[src/rtl/lab_1_selftest_pkg.sv]
// Shared types and sizes for the lab_1 built-in self-test sequencer.
package lab_1_selftest_pkg;

  localparam int VEC_W   = 3;
  localparam int NUM_VEC = 8;
  localparam int CNT_W   = 4;
  localparam int ERR_W   = 4;

  localparam logic [VEC_W-1:0] VEC_LAST = VEC_W'(NUM_VEC - 1);

  typedef enum logic [1:0] {
    IDLE,
    SETTLE,
    SAMPLE,
    DONE
  } state_t;

endpackage

[src/rtl/lab_1_selftest_ctrl.sv]
// Self-test sequencer: sweeps {a,b,c} through all 8 vectors, checks {x,y}
// against golden truth tables and reports pass, error count and first failure.
module lab_1_selftest_ctrl
  import lab_1_selftest_pkg::*;
#(
  parameter int unsigned          SETTLE_CYCLES = 2,
  parameter logic [NUM_VEC-1:0]   EXP_X         = 8'b11101000,
  parameter logic [NUM_VEC-1:0]   EXP_Y         = 8'b10010110
) (
  input  logic             clk,
  input  logic             rst_n,
  input  logic             start,
  output logic             dut_a,
  output logic             dut_b,
  output logic             dut_c,
  input  logic             dut_x,
  input  logic             dut_y,
  output logic             busy,
  output logic             done,
  output logic             pass,
  output logic [ERR_W-1:0] err_count,
  output logic [VEC_W-1:0] fail_vec
);

  localparam logic [CNT_W-1:0] CNT_LAST = CNT_W'(SETTLE_CYCLES - 1);

  state_t             r_state;
  state_t             w_state_next;
  logic [VEC_W-1:0]   r_vec;
  logic [CNT_W-1:0]   r_cnt;
  logic [ERR_W-1:0]   r_err;
  logic [VEC_W-1:0]   r_fail_vec;
  logic               r_busy;
  logic               r_done;
  logic               r_pass;

  logic               w_accept;
  logic               w_sample;
  logic               w_mismatch;
  logic               w_err_inc;
  logic [ERR_W-1:0]   w_err_next;

  // NOTE: reset is sampled on the clock edge (synchronous); all state uses <=
  // so every register sees the pre-edge value of every other register.
  always_ff @(posedge clk) begin
    if (!rst_n) r_state <= IDLE;
    else        r_state <= w_state_next;
  end

  // NOTE: every signal driven here gets a default first, so no path leaves it
  // unassigned and no latch is inferred.
  always_comb begin
    w_state_next = r_state;
    w_accept     = 1'b0;
    w_sample     = 1'b0;
    unique case (r_state)
      IDLE: begin
        if (start) begin
          w_accept     = 1'b1;
          w_state_next = SETTLE;
        end
      end
      SETTLE: begin
        if (r_cnt == CNT_LAST) w_state_next = SAMPLE;
      end
      SAMPLE: begin
        w_sample     = 1'b1;
        w_state_next = (r_vec == VEC_LAST) ? DONE : SETTLE;
      end
      DONE:    w_state_next = IDLE;
      default: w_state_next = IDLE;
    endcase
  end

  // The DUT response is compared directly; it shares this clock domain.
  assign w_mismatch = (dut_x != EXP_X[r_vec]) || (dut_y != EXP_Y[r_vec]);
  assign w_err_inc  = w_sample && w_mismatch;
  assign w_err_next = r_err + {{(ERR_W-1){1'b0}}, w_err_inc};

  always_ff @(posedge clk) begin
    if (!rst_n) begin
      r_vec      <= '0;
      r_cnt      <= '0;
      r_err      <= '0;
      r_fail_vec <= '0;
      r_busy     <= 1'b0;
      r_done     <= 1'b0;
      r_pass     <= 1'b0;
    end else begin
      r_done <= 1'b0;
      if (w_accept) begin
        r_vec      <= '0;
        r_cnt      <= '0;
        r_err      <= '0;
        r_fail_vec <= '0;
        r_pass     <= 1'b0;
        r_busy     <= 1'b1;
      end
      if (r_state == SETTLE) r_cnt <= r_cnt + 1'b1;
      if (w_sample) begin
        r_err <= w_err_next;
        if (w_err_inc && (r_err == '0)) r_fail_vec <= r_vec;
        // done and pass are registered on entry to DONE so they are valid there.
        if (r_vec == VEC_LAST) begin
          r_done <= 1'b1;
          r_pass <= (w_err_next == '0);
        end else begin
          r_vec <= r_vec + 1'b1;
          r_cnt <= '0;
        end
      end
      if (r_state == DONE) r_busy <= 1'b0;
    end
  end

  assign {dut_a, dut_b, dut_c} = r_vec;
  assign busy      = r_busy;
  assign done      = r_done;
  assign pass      = r_pass;
  assign err_count = r_err;
  assign fail_vec  = r_fail_vec;

endmodule

[config.mk]
export PLATFORM = sky130hd
export DESIGN_NAME = lab_1_selftest_ctrl
export DESIGN_NICKNAME = d
export VERILOG_FILES = /design/src/rtl/lab_1_selftest_pkg.sv /design/src/rtl/lab_1_selftest_ctrl.sv
export SDC_FILE = /design/constraint.sdc
export NUM_CORES = 1
export LEC_CHECK = 0
export BUFFER_PORTS_ARGS = -buffer_cell sky130_fd_sc_hd__buf_2
export CAP_MARGIN = 20
export CORE_ASPECT_RATIO = 1.5
export CORE_MARGIN = 10
export CORE_UTILIZATION = 45
export DETAILED_ROUTE_END_ITERATION = 6
export HOLD_SLACK_MARGIN = 0.06
export PLACE_DENSITY = 0.66
export SLEW_MARGIN = 10
export SYNTH_ARGS = -nofsm -noshare
export SYNTH_HDL_FRONTEND = slang
export SYNTH_SLANG_ARGS = --single-unit
[constraint.sdc]
create_clock -name clk -period 2.06 [get_ports clk]
set_input_delay 0.103 -clock clk [delete_from_list [all_inputs] [get_ports clk]]
set_output_delay 0.103 -clock clk [all_outputs]
set_load 0.03 [all_outputs]
==> metrics.md, run 1 <==
| Metric | Value |
|---|---|
| Met3 Use GR | 0.0223 |
| Die Footprint | 4790 µm² |
| Synthesis Warnings | 0 |
| Drt initial violations | 23 |
| VDD IR max | 0.402 mV |
| Unrepaired setup endpoints after global routing | no |
| Fin. max-slew vios | 0 |
| Flop pwr share | 0.602 |
| Max cap viols | 0 |
| Leak | 0.577 nW |
| Area contributors post-synth | dfxtp_1, ha_1, nand2_1 |
| Finish-stage setup viols | 0 |
| Seq/Total Area, Yosys | 0.390 |
| Clock power frac | 0.280 |
| Slew Limit Headroom | 0.686 |
| Initial DRT Pass Iterations | 4 |
| Worst hold path class | input port to flip-flop |
| GRT Total Usage | 0.0939 |
| Hold buffers post-CTS | 0 |
| IO Port Bufs | 17 |
| Number of global-route vias before repair | 877 |
| Final Cycle Share | 0.941 |
| Filler cells | 219 |
| Ant. Diodes | 0 |
| Setup bufs post-CTS | 0 |
| CP arrival | 2.16 ns |
| Final hold vios | 0 |
| Post-route DRC | 0 |
| HP Start | rst_n |
| Worst-path clk slew | 0.12 ns |
| Routed vias | 898 |
| Critical R2R Capture | pass |
| Antenna violations before repair | 0 |
| Sw Ratio | 0.255 |
| Outcome | finished clean |
| Comb power frac | 0.118 |
| Root Driver | clkbuf_4 |
| Core area | 2260 µm² |
| Critical path class | flip-flop to flip-flop |
| Internal power | 0.519 mW |
| Initial Utilization | 0.477 |
| Row Count | 21 |
| Startpoint Class | flip-flop |
| Multi-input logic area | 646 µm² |
| Crit. End Element | flip-flop |
| Endpoint of the worst hold path | busy |
| EDFF count, synth | 0 |
| Least-Margin Pin Slew | 0.466 ns |
| Synth Register Bits | 21 |
| H-tree levels | 1 |
| Met1 Resource Use GR | 0.0925 |
| Worst skew pair latency | 0.30 ns |
| Yosys cell types | 36 |
| Net Sw Power | 0.178 mW |
| Total power | 0.697 mW |
| Sink Count | 21 |
| Synth area leader | dfxtp_1 |
| Post-Synthesis Net Count | 133 |
| Grt met2 use | 0.171 |
| Setup TNS | 0 ns |
| Synth Instances | 120 |
| Largest net degree at the start of global routing | 22 |
| I/O pin cnt | 18 |
| CP Max Fanout | 2 |
| CTS tree | built |
| Commonest cells post-synth | dfxtp_1, nand2_1, nor2_1, ha_1, a21oi_1 |
| Mean routed wirelength per cell | 13.5 µm |
| CP required | 2.28 ns |
| DP Wirelength | 1790 µm |
| GRT overflow | 0 |
| First-pass GRT wire length | 3620 µm |
| Synth Area per Inst | 8.98 µm² |
| Post-synth top area share | 0.390 |
| P per Cell Area | 554 nW/µm² |
| Final net count | 156 |
| Crit path time final | 1.94 ns |
| Clk buf depth | 2 |
| Die Span X | 60.0 µm |
| Routability cong. | 0.888 |
| Clk_skew | 0.00463 ns |
| Area delta synth->final | 16.7% |
| Storage element area | 422 µm² |
| Gr busiest metal | met2 |
| Ys flop type | dfxtp_1 |
| Die Height | 79.9 µm |
| Most common cell in the netlist | dfxtp_1 |
| Layout cells sized above 1 | 0.261 |
| Via density | 5.44 |
| Clock buffer count from CTS | 3 |
| Mapped cell area | 1080 µm² |
| Routed WL | 2240 µm |
| R2R setup slack | 0.12 ns |
| F_max | 0.516 GHz |
| Antenna-violating nets left | 0 |
| Hold depth | 2 |
| R2r worst-path depth | 7 |
| Post-synth ARST share | 0 |
-- critical path, stage by stage (launching register included) --
cell and delay [ns]:
dfxtp_1 0.34, xnor2_2 0.17, a21oi_1 0.11, ha_1 0.21, ha_1 0.21, xor2_1 0.15, or4b_1 0.50, o31ai_2 0.18
-- flip-flops by register name (all words and copies together) (netlist names), named ones only --
name / cells
err_count: 4
r_cnt: 4
fail_vec: 3
r_vec: 3
r_state: 2
busy: 1
done: 1
pass: 1
-- cell usage in the layout (no fill, tap or decap), types with 2 or more instances in the layout --
| master | Yosys | final |
|---|---|---|
| buf_2 | 1 | 17 |
| o21a_1 | 2 | 2 |
| nor2_1 | 9 | 9 |
| nand2b_1 | 3 | 3 |
| ha_1 | 8 | 7 |
| dfxtp_1 | 21 | 20 |
| nand3_1 | 5 | 5 |
| nor3_1 | 2 | 2 |
| o21ai_0 | 5 | 5 |
| a22oi_1 | 4 | 4 |
| xnor2_1 | 3 | 2 |
| o21bai_1 | 2 | 2 |
| clkbuf_4 | 0 | 3 |
| nor2b_1 | 4 | 4 |
| mux2i_1 | 3 | 3 |
| inv_1 | 3 | 3 |
| mux2_2 | 2 | 2 |
| or4b_1 | 2 | 2 |
| xor2_1 | 2 | 2 |
| buf_4 | 1 | 5 |
| and2_1 | 4 | 4 |
| a21oi_1 | 6 | 6 |
| nand2_1 | 13 | 13 |
-- layout make-up --
type                    count  share of cell area
clock buffers               3              0.0179
clock inverters             1             0.00398
inverters                   3             0.00896
multi-input cells          92               0.513
flip-flops and latches     21               0.335
well taps                  23              0.0229
repair buffers             22              0.0975
-- through the flow --
| step | hold slack, ns | utilization | cell area, µm² | cells | worst slack [ns] |
|---|---|---|---|---|---|
| after detailed placement | 0.457 | 0.535 | 1210 | 161 | 0.0662 |
| after floorplan | 0.356 | - | 1080 | 120 | 0.000276 |
| after global routing | 0.175 | 0.556 | 1260 | 165 | 0.00809 |
| final | 0.185 | 0.556 | 1260 | 165 | 0.121 |
| after CTS | 0.181 | 0.548 | 1240 | 165 | 0.0500 |
| after global placement | 0.443 | 0.535 | 1210 | 161 | 0.107 |
-- power groups by stage --
stage / clock network (mW) / logic [mW] / registers, mW
CTS: 0.203 / 0.0819 / 0.419
global placement: 0 / 0.0811 / 0.428
global route: 0.225 / 0.0920 / 0.420
finish: 0.195 / 0.0823 / 0.419
floorplan: 0 / 0.0524 / 0.434
detailed placement: 0 / 0.0819 / 0.428
-- layer usage --
metal  up-vias  part of all wire
li1        464                 -
met4         0             0.013
met1       417              0.40
met2        13              0.54
met5         -                 0
met3         4             0.045
-- worst max-delay path by stage --
stage | start | to | slack, ns | cells after the start
floorplan | r_vec[1] | flip-flop | 0.0003 | 9
global placement | r_vec[0] | flip-flop | 0.11 | 9
detailed placement | r_vec[0] | flip-flop | 0.07 | 9
CTS | r_vec[0] | flip-flop | 0.05 | 9
global route | flip-flop | pass | 0.008 | 7
finish | flip-flop | pass | 0.12 | 7
-- what timing repair did --
action	in CTS	in global routing
setup endpoints to repair	0	3
gates resized for setup	0	3
endpoints found under the hold margin	0	0
-- cell families after synthesis --
group / Yosys count / synth area share
xor gates and xnor gates: 5 / 0.0407
adders and majority gates: 8 / 0.0929
DFF: 21 / 0.390
AOI/OAI and AO/OA: 27 / 0.174
buffers and inverters: 7 / 0.0290
muxes: 5 / 0.0488
and+or+nand+nor: 47 / 0.224
(Power assumes the default switching activity.)
==> inputs of run 2 (changes only) <==
CORE_MARGIN = not set   (was 10)
==> metrics.md, run 2 (synthesis results as in run 1) <==
| Metric | Value |
|---|---|
| First-pass GRT wire length | 3550 µm (was 3620 µm) |
| Sink Count | 21 (unchanged) |
| Hold depth | 2 (unchanged) |
| Fin. max-slew vios | 0 (unchanged) |
| Routability cong. | 0.863 (was 0.888) |
| Layout cells sized above 1 | 0.243 (was 0.261) |
| Root Driver | clkbuf_4 (unchanged) |
| H-tree levels | 1 (unchanged) |
| Worst hold path class | input port to flip-flop (unchanged) |
| Via density | 5.56 (was 5.44) |
| Final net count | 154 (was 156) |
| Die Span X | 42.0 µm (was 60.0 µm) |
| R2r worst-path depth | 8 (was 7) |
| Antenna violations before repair | 0 (unchanged) |
| Ant. Diodes | 0 (unchanged) |
| Antenna-violating nets left | 0 (unchanged) |
| Final hold vios | 0 (unchanged) |
| Critical path class | flip-flop to flip-flop (unchanged) |
| Crit path time final | 1.95 ns (was 1.94 ns) |
| CP required | 2.26 ns (was 2.28 ns) |
| Crit. End Element | flip-flop (unchanged) |
| IO Port Bufs | 17 (unchanged) |
| Storage element area | 423 µm² (was 422 µm²) |
| Cell mode on critical path | ha_1 (unchanged) |
| Setup bufs post-CTS | 0 (unchanged) |
| Startpoint Class | flip-flop (unchanged) |
| Die Footprint | 2600 µm² (was 4790 µm²) |
| Routed WL | 2140 µm (was 2240 µm) |
| Most common cell after layout, fill and taps aside | dfxtp_1 (unchanged) |
| I/O pin cnt | 18 (unchanged) |
| Outcome | finished clean (unchanged) |
| Clock buffer count from CTS | 3 (unchanged) |
| Number of global-route vias before repair | 834 (was 877) |
| CTS tree | built (unchanged) |
| Multi-input logic area | 628 µm² (was 646 µm²) |
| Fin worst setup slack | 0.114 ns (was 0.121 ns) |
| Routed vias | 906 (was 898) |
| Initial Utilization | 0.477 (unchanged) |
| Most frequent cells in the layout | dfxtp_1, buf_2, nand2_1 (unchanged) |
| Post-layout util | 0.542 (was 0.556) |
| Clk buf depth | 2 (unchanged) |
| Area delta synth->final | 13.7% (was 16.7%) |
| P per Cell Area | 568 nW/µm² (was 554 nW/µm²) |
| Critical path's largest stage delay | 0.36 ns (was 0.50 ns) |
| Initial DRT Pass Iterations | 4 (unchanged) |
| Unrepaired setup endpoints after global routing | no (unchanged) |
| Worst-path clk slew | 0.11 ns (was 0.12 ns) |
| Filler cells | 213 (was 219) |
| Final Cycle Share | 0.945 (was 0.941) |
| CP Max Fanout | 8 (was 2) |
| F_max | 0.514 GHz (was 0.516 GHz) |
| Finish-stage setup viols | 0 (unchanged) |
| Worst skew pair latency | 0.30 ns (about the same) |
| CP max stage cell | dfxtp_2 (was or4b_1) |
| Core area | 2260 µm² (unchanged) |
| Leak | 0.559 nW (was 0.577 nW) |
| DP Wirelength | 1670 µm (was 1790 µm) |
| Die Height | 61.9 µm (was 79.9 µm) |
| Largest net degree at the start of global routing | 22 (unchanged) |
| Mean routed wirelength per cell | 13.1 µm (was 13.5 µm) |
| VDD IR max | 0.343 mV (was 0.402 mV) |
| Clk_skew | 0.00191 ns (was 0.00463 ns) |
| CP arrival | 2.15 ns (was 2.16 ns) |
| Worst slack at placement | 0.0186 ns (was 0.0662 ns) |
| Crit path cell chain | ha_1 -> ha_2 -> nor2_1 -> a22o_2 -> a22o_1 -> nand2_1 -> ha_1 -> xor2_1 (was xnor2_2 -> a21oi_1 -> ha_1 -> ha_1 -> xor2_1 -> or4b_1 -> o31ai_2) |
| Drt initial violations | 28 (was 23) |
| Row Count | 21 (unchanged) |
| GRT Total Usage | 0.178 (was 0.0939) |
| GRT overflow | 0 (unchanged) |
| Total power | 0.696 mW (was 0.697 mW) |
| Least-Margin Pin Slew | 0.481 ns (was 0.466 ns) |
| Setup TNS | 0 ns (unchanged) |
| Post-route DRC | 0 (unchanged) |
| Slew Limit Headroom | 0.676 (was 0.686) |
| Max cap viols | 0 (unchanged) |
## run 2: cell types whose count changed in the layout (fill, tap and decap cells not counted), sizes merged
cell,previous run,this run
buf,22,20
clkbuf,3,4
clkinv,1,0
## run 2: final timing paths
check | startpoint | slack [ns] | endpoint
worst min register to register | fail_vec[0] | 0.47 | fail_vec[0]
worst min-delay path | rst_n | 0.19 | busy
worst max-delay path | r_vec[1] | 0.11 | flip-flop
worst max register to register | r_vec[1] | 0.11 | flip-flop
## run 2: critical path, delay by kind of cell (launching register included)
kind | cells | cell delay, ns
adder cells (fa/ha/maj) | 3 | 0.71
flip-flops | 1 | 0.36
AO/OA/AOI/OAI | 2 | 0.34
AND/OR/NAND/NOR | 2 | 0.25
XOR/XNOR | 1 | 0.17
## run 2: power breakdown
group	leakage, nW	switching [mW]	total (mW)	internal [mW]
registers	0.171	0.00581	0.419	0.414
logic	0.373	0.0498	0.0814	0.0315
clock network	0.0150	0.119	0.195	0.0755
total	0.559	0.175	0.696	0.521
## run 2: final cells by class
class                           instances  share of cell area
Clock buffer                            4              0.0215
Inverter                                3             0.00919
Timing Repair Buffer                   20              0.0878
Sequential cell                        21               0.345
Multi-Input combinational cell         92               0.513
Tap cell                               23              0.0235
## run 2: per-layer routing
metal,global-route usage,part of all wire
met3,0.0173,0.023
met2,0.346,0.54
met1,0.199,0.42
met5,0,0
met4,0.0737,0.013
## run 2: through the flow
step / hold slack (ns) / instance area (µm²) / std cells
final: 0.190 / 1220 / 163
after global routing: 0.197 / 1220 / 163
after CTS: 0.184 / 1220 / 163
after detailed placement: 0.455 / 1190 / 159
after global placement: 0.441 / 1190 / 159
after floorplan: 0.356 / 1080 / 120
## run 2: timing repair
| item | in CTS | in global routing |
|---|---|---|
| endpoints found under the setup margin | 2 | 3 |
| hold buffers | 0 | 0 |
| pin swaps | 0 | 1 |
| resized for setup | 1 | 1 |
==> inputs of run 3 (changes only) <==
ABC_AREA = 1   (was not set)
==> metrics.md, run 3 <==
| Metric | Value |
|---|---|
| Outcome | finished clean (unchanged) |
| Ys flop type | dfxtp_1 (unchanged) |
| Routability cong. | 0.771 (was 0.863) |
| Root Driver | clkbuf_4 (unchanged) |
| GRT Total Usage | 0.173 (was 0.178) |
| Max cap viols | 0 (unchanged) |
| Layout cells sized above 1 | 0.174 (was 0.243) |
| Synth Area per Inst | 7.04 µm² (was 8.98 µm²) |
| R2R setup slack | 0.24 ns (was 0.11 ns) |
| CP arrival | 2.07 ns (was 2.15 ns) |
| HP Start | rst_n (unchanged) |
| Post-Synthesis Net Count | 172 (was 133) |
| Finish-stage setup viols | 0 (unchanged) |
| Antenna violations before repair | 0 (unchanged) |
| I/O pin cnt | 18 (unchanged) |
| VDD IR max | 0.379 mV (was 0.343 mV) |
| Hold_ws | 0.0930 ns (was 0.190 ns) |
| Mapped cell area | 1120 µm² (was 1080 µm²) |
| Yosys cell types | 23 (was 36) |
| Most common cell after layout, fill and taps aside | nand2_1 (was dfxtp_1) |
| R2r worst-path depth | 9 (was 8) |
| Hold buffers post-CTS | 0 (unchanged) |
| DP Wirelength | 1700 µm (was 1670 µm) |
| Synth area leader | dfxtp_1 (unchanged) |
| Commonest cells post-synth | nand2_1, inv_1, dfxtp_1, a21oi_1, nor2_1 (was dfxtp_1, nand2_1, nor2_1, ha_1, a21oi_1) |
| Least-Margin Pin Slew | 0.307 ns (was 0.481 ns) |
| Area delta synth->final | 11.2% (was 13.7%) |
| H-tree levels | 1 (unchanged) |
| Worst hold path class | input port to flip-flop (unchanged) |
| Routed vias | 1003 (was 906) |
| EDFF count, synth | 0 (unchanged) |
| Post-synth ARST share | 0 (unchanged) |
| Seq/Total Area, Yosys | 0.375 (was 0.390) |
| Final Cycle Share | 0.881 (was 0.945) |
| Setup TNS | 0 ns (unchanged) |
| Setup bufs post-CTS | 0 (unchanged) |
| Clock buffer count from CTS | 3 (unchanged) |
| Largest net degree at the start of global routing | 13 (was 22) |
| Initial Utilization | 0.490 (was 0.477) |
| Crit path time final | 1.82 ns (was 1.95 ns) |
| Synthesis Warnings | 0 (unchanged) |
| Synth Instances | 159 (was 120) |
| Hold depth | 3 (was 2) |
| Leak | 0.633 nW (was 0.559 nW) |
| Row Count | 21 (unchanged) |
| Via density | 4.99 (was 5.56) |
| Mean routed wirelength per cell | 10.8 µm (was 13.1 µm) |
| P per Cell Area | 664 nW/µm² (was 568 nW/µm²) |
| CTS tree | built (unchanged) |
| Die Height | 63.1 µm (was 61.9 µm) |
| Routed WL | 2170 µm (was 2140 µm) |
| F_max | 0.551 GHz (was 0.514 GHz) |
| Storage element area | 420 µm² (was 423 µm²) |
| Endpoint of the worst hold path | fail_vec[0] (was busy) |
| Core area | 2290 µm² (was 2260 µm²) |
| Clk buf depth | 2 (unchanged) |
| Final hold vios | 0 (unchanged) |
| Worst-path clk slew | 0.12 ns (was 0.11 ns) |
| Filler cells | 241 (was 213) |
| Antenna-violating nets left | 0 (unchanged) |
| Most frequent cells in the layout | nand2_1, inv_1, dfxtp_1 (was dfxtp_1, buf_2, nand2_1) |
| Multi-input logic area | 587 µm² (was 628 µm²) |
| IO Port Bufs | 17 (unchanged) |
| Post-route cell area | 1240 µm² (was 1220 µm²) |
| Crit. End Element | flip-flop (unchanged) |
| Critical path class | flip-flop to flip-flop (unchanged) |
| Die Span X | 42.7 µm (was 42.0 µm) |
| Die Footprint | 2700 µm² (was 2600 µm²) |
| Slew Limit Headroom | 0.795 (was 0.676) |
| Post-route DRC | 0 (unchanged) |
| Total power | 0.826 mW (was 0.696 mW) |
| FF-to-FF Start | r_vec[1] (unchanged) |
| Worst skew pair latency | 0.31 ns (was 0.30 ns) |
| Drt initial violations | 13 (was 28) |
| Startpoint Class | flip-flop (unchanged) |
| Post-CTS resize count | 0 (was 1) |
| Final net count | 192 (was 154) |
| Synth Register Bits | 21 (unchanged) |
| Number of global-route vias before repair | 954 (was 834) |
| Ant. Diodes | 0 (unchanged) |
| Sink Count | 21 (unchanged) |
| Post-synth top area share | 0.375 (was 0.390) |
| Fin. max-slew vios | 0 (unchanged) |
| Area contributors post-synth | dfxtp_1, nand2_1, ha_1 (was dfxtp_1, ha_1, nand2_1) |
| CP required | 2.32 ns (was 2.26 ns) |
| Post-layout util | 0.545 (was 0.542) |
| CP Max Fanout | 10 (was 8) |
| Most common cell in the netlist | nand2_1 (was dfxtp_1) |
| GRT overflow | 0 (unchanged) |
| First-pass GRT wire length | 3660 µm (was 3550 µm) |
| Clk_skew | 0.00663 ns (was 0.00191 ns) |
| Initial DRT Pass Iterations | 4 (unchanged) |
| Placed inst area | 1220 µm² (was 1190 µm²) |
| Unrepaired setup endpoints after global routing | no (unchanged) |
==> run 3: worst max-delay path, stage by stage (launching register included) <==
cell      delay [ns]
dfxtp_1         0.36
ha_1            0.21
ha_1            0.21
nor2_2          0.18
inv_4           0.08
o21ai_2         0.16
a21o_1          0.11
ha_1            0.23
nand3b_1        0.15
nand2_1         0.07
==> run 3: metrics by stage <==
stage,std cells,setup slack [ns]
2_1_floorplan,159,0.230
3_3_place_gp,197,0.264
3_5_place_dp,197,0.255
4_1_cts,201,0.213
5_1_grt,201,0.110
6_report,201,0.244
==> run 3: report_power, final <==
part           switching (mW)  total (mW)  internal [mW]
logic                   0.119       0.175         0.0552
registers              0.0192       0.449          0.430
clock network           0.130       0.203         0.0725
==> run 3: cell families (layout without fill, tap and decap cells) <==
group / Yosys count / after routing / synth area share
AND/OR/NAND/NOR: 78 / 78 / 0.307
buffers and inverters: 27 / 46 / 0.101
AO/OA/AOI/OAI: 24 / 24 / 0.120
flip-flops: 21 / 21 / 0.375
adder cells (fa/ha/maj): 8 / 8 / 0.0894
XOR/XNOR: 1 / 1 / 0.00782
==> run 3: worst max path at each step <==
stage                           end      from  slack [ns]
after CTS                 flip-flop  r_vec[1]        0.21
after floorplan           flip-flop  r_vec[0]        0.23
after global placement    flip-flop  r_vec[1]        0.26
final                     flip-flop  r_vec[1]        0.24
after detailed placement  flip-flop  r_vec[1]        0.25
after global routing      flip-flop  r_vec[1]        0.11
==> run 3: cell type report <==
class	instances	share of cell area
tap	23	0.0231
clock buffer	3	0.0181
timing repair buffer	17	0.0683
clock inverter	1	0.00402
sequential	21	0.338
multi-input combinational	111	0.471
inverter	25	0.0774
==> run 3: layer usage <==
| metal | up-vias | track usage | share of wire |
|---|---|---|---|
| met4 | 0 | 0.0820 | 0.026 |
| met1 | 441 | 0.202 | 0.44 |
| met2 | 14 | 0.305 | 0.51 |
| li1 | 541 | - | - |
| met3 | 7 | 0.0172 | 0.021 |
| met5 | - | 0 | 0 |
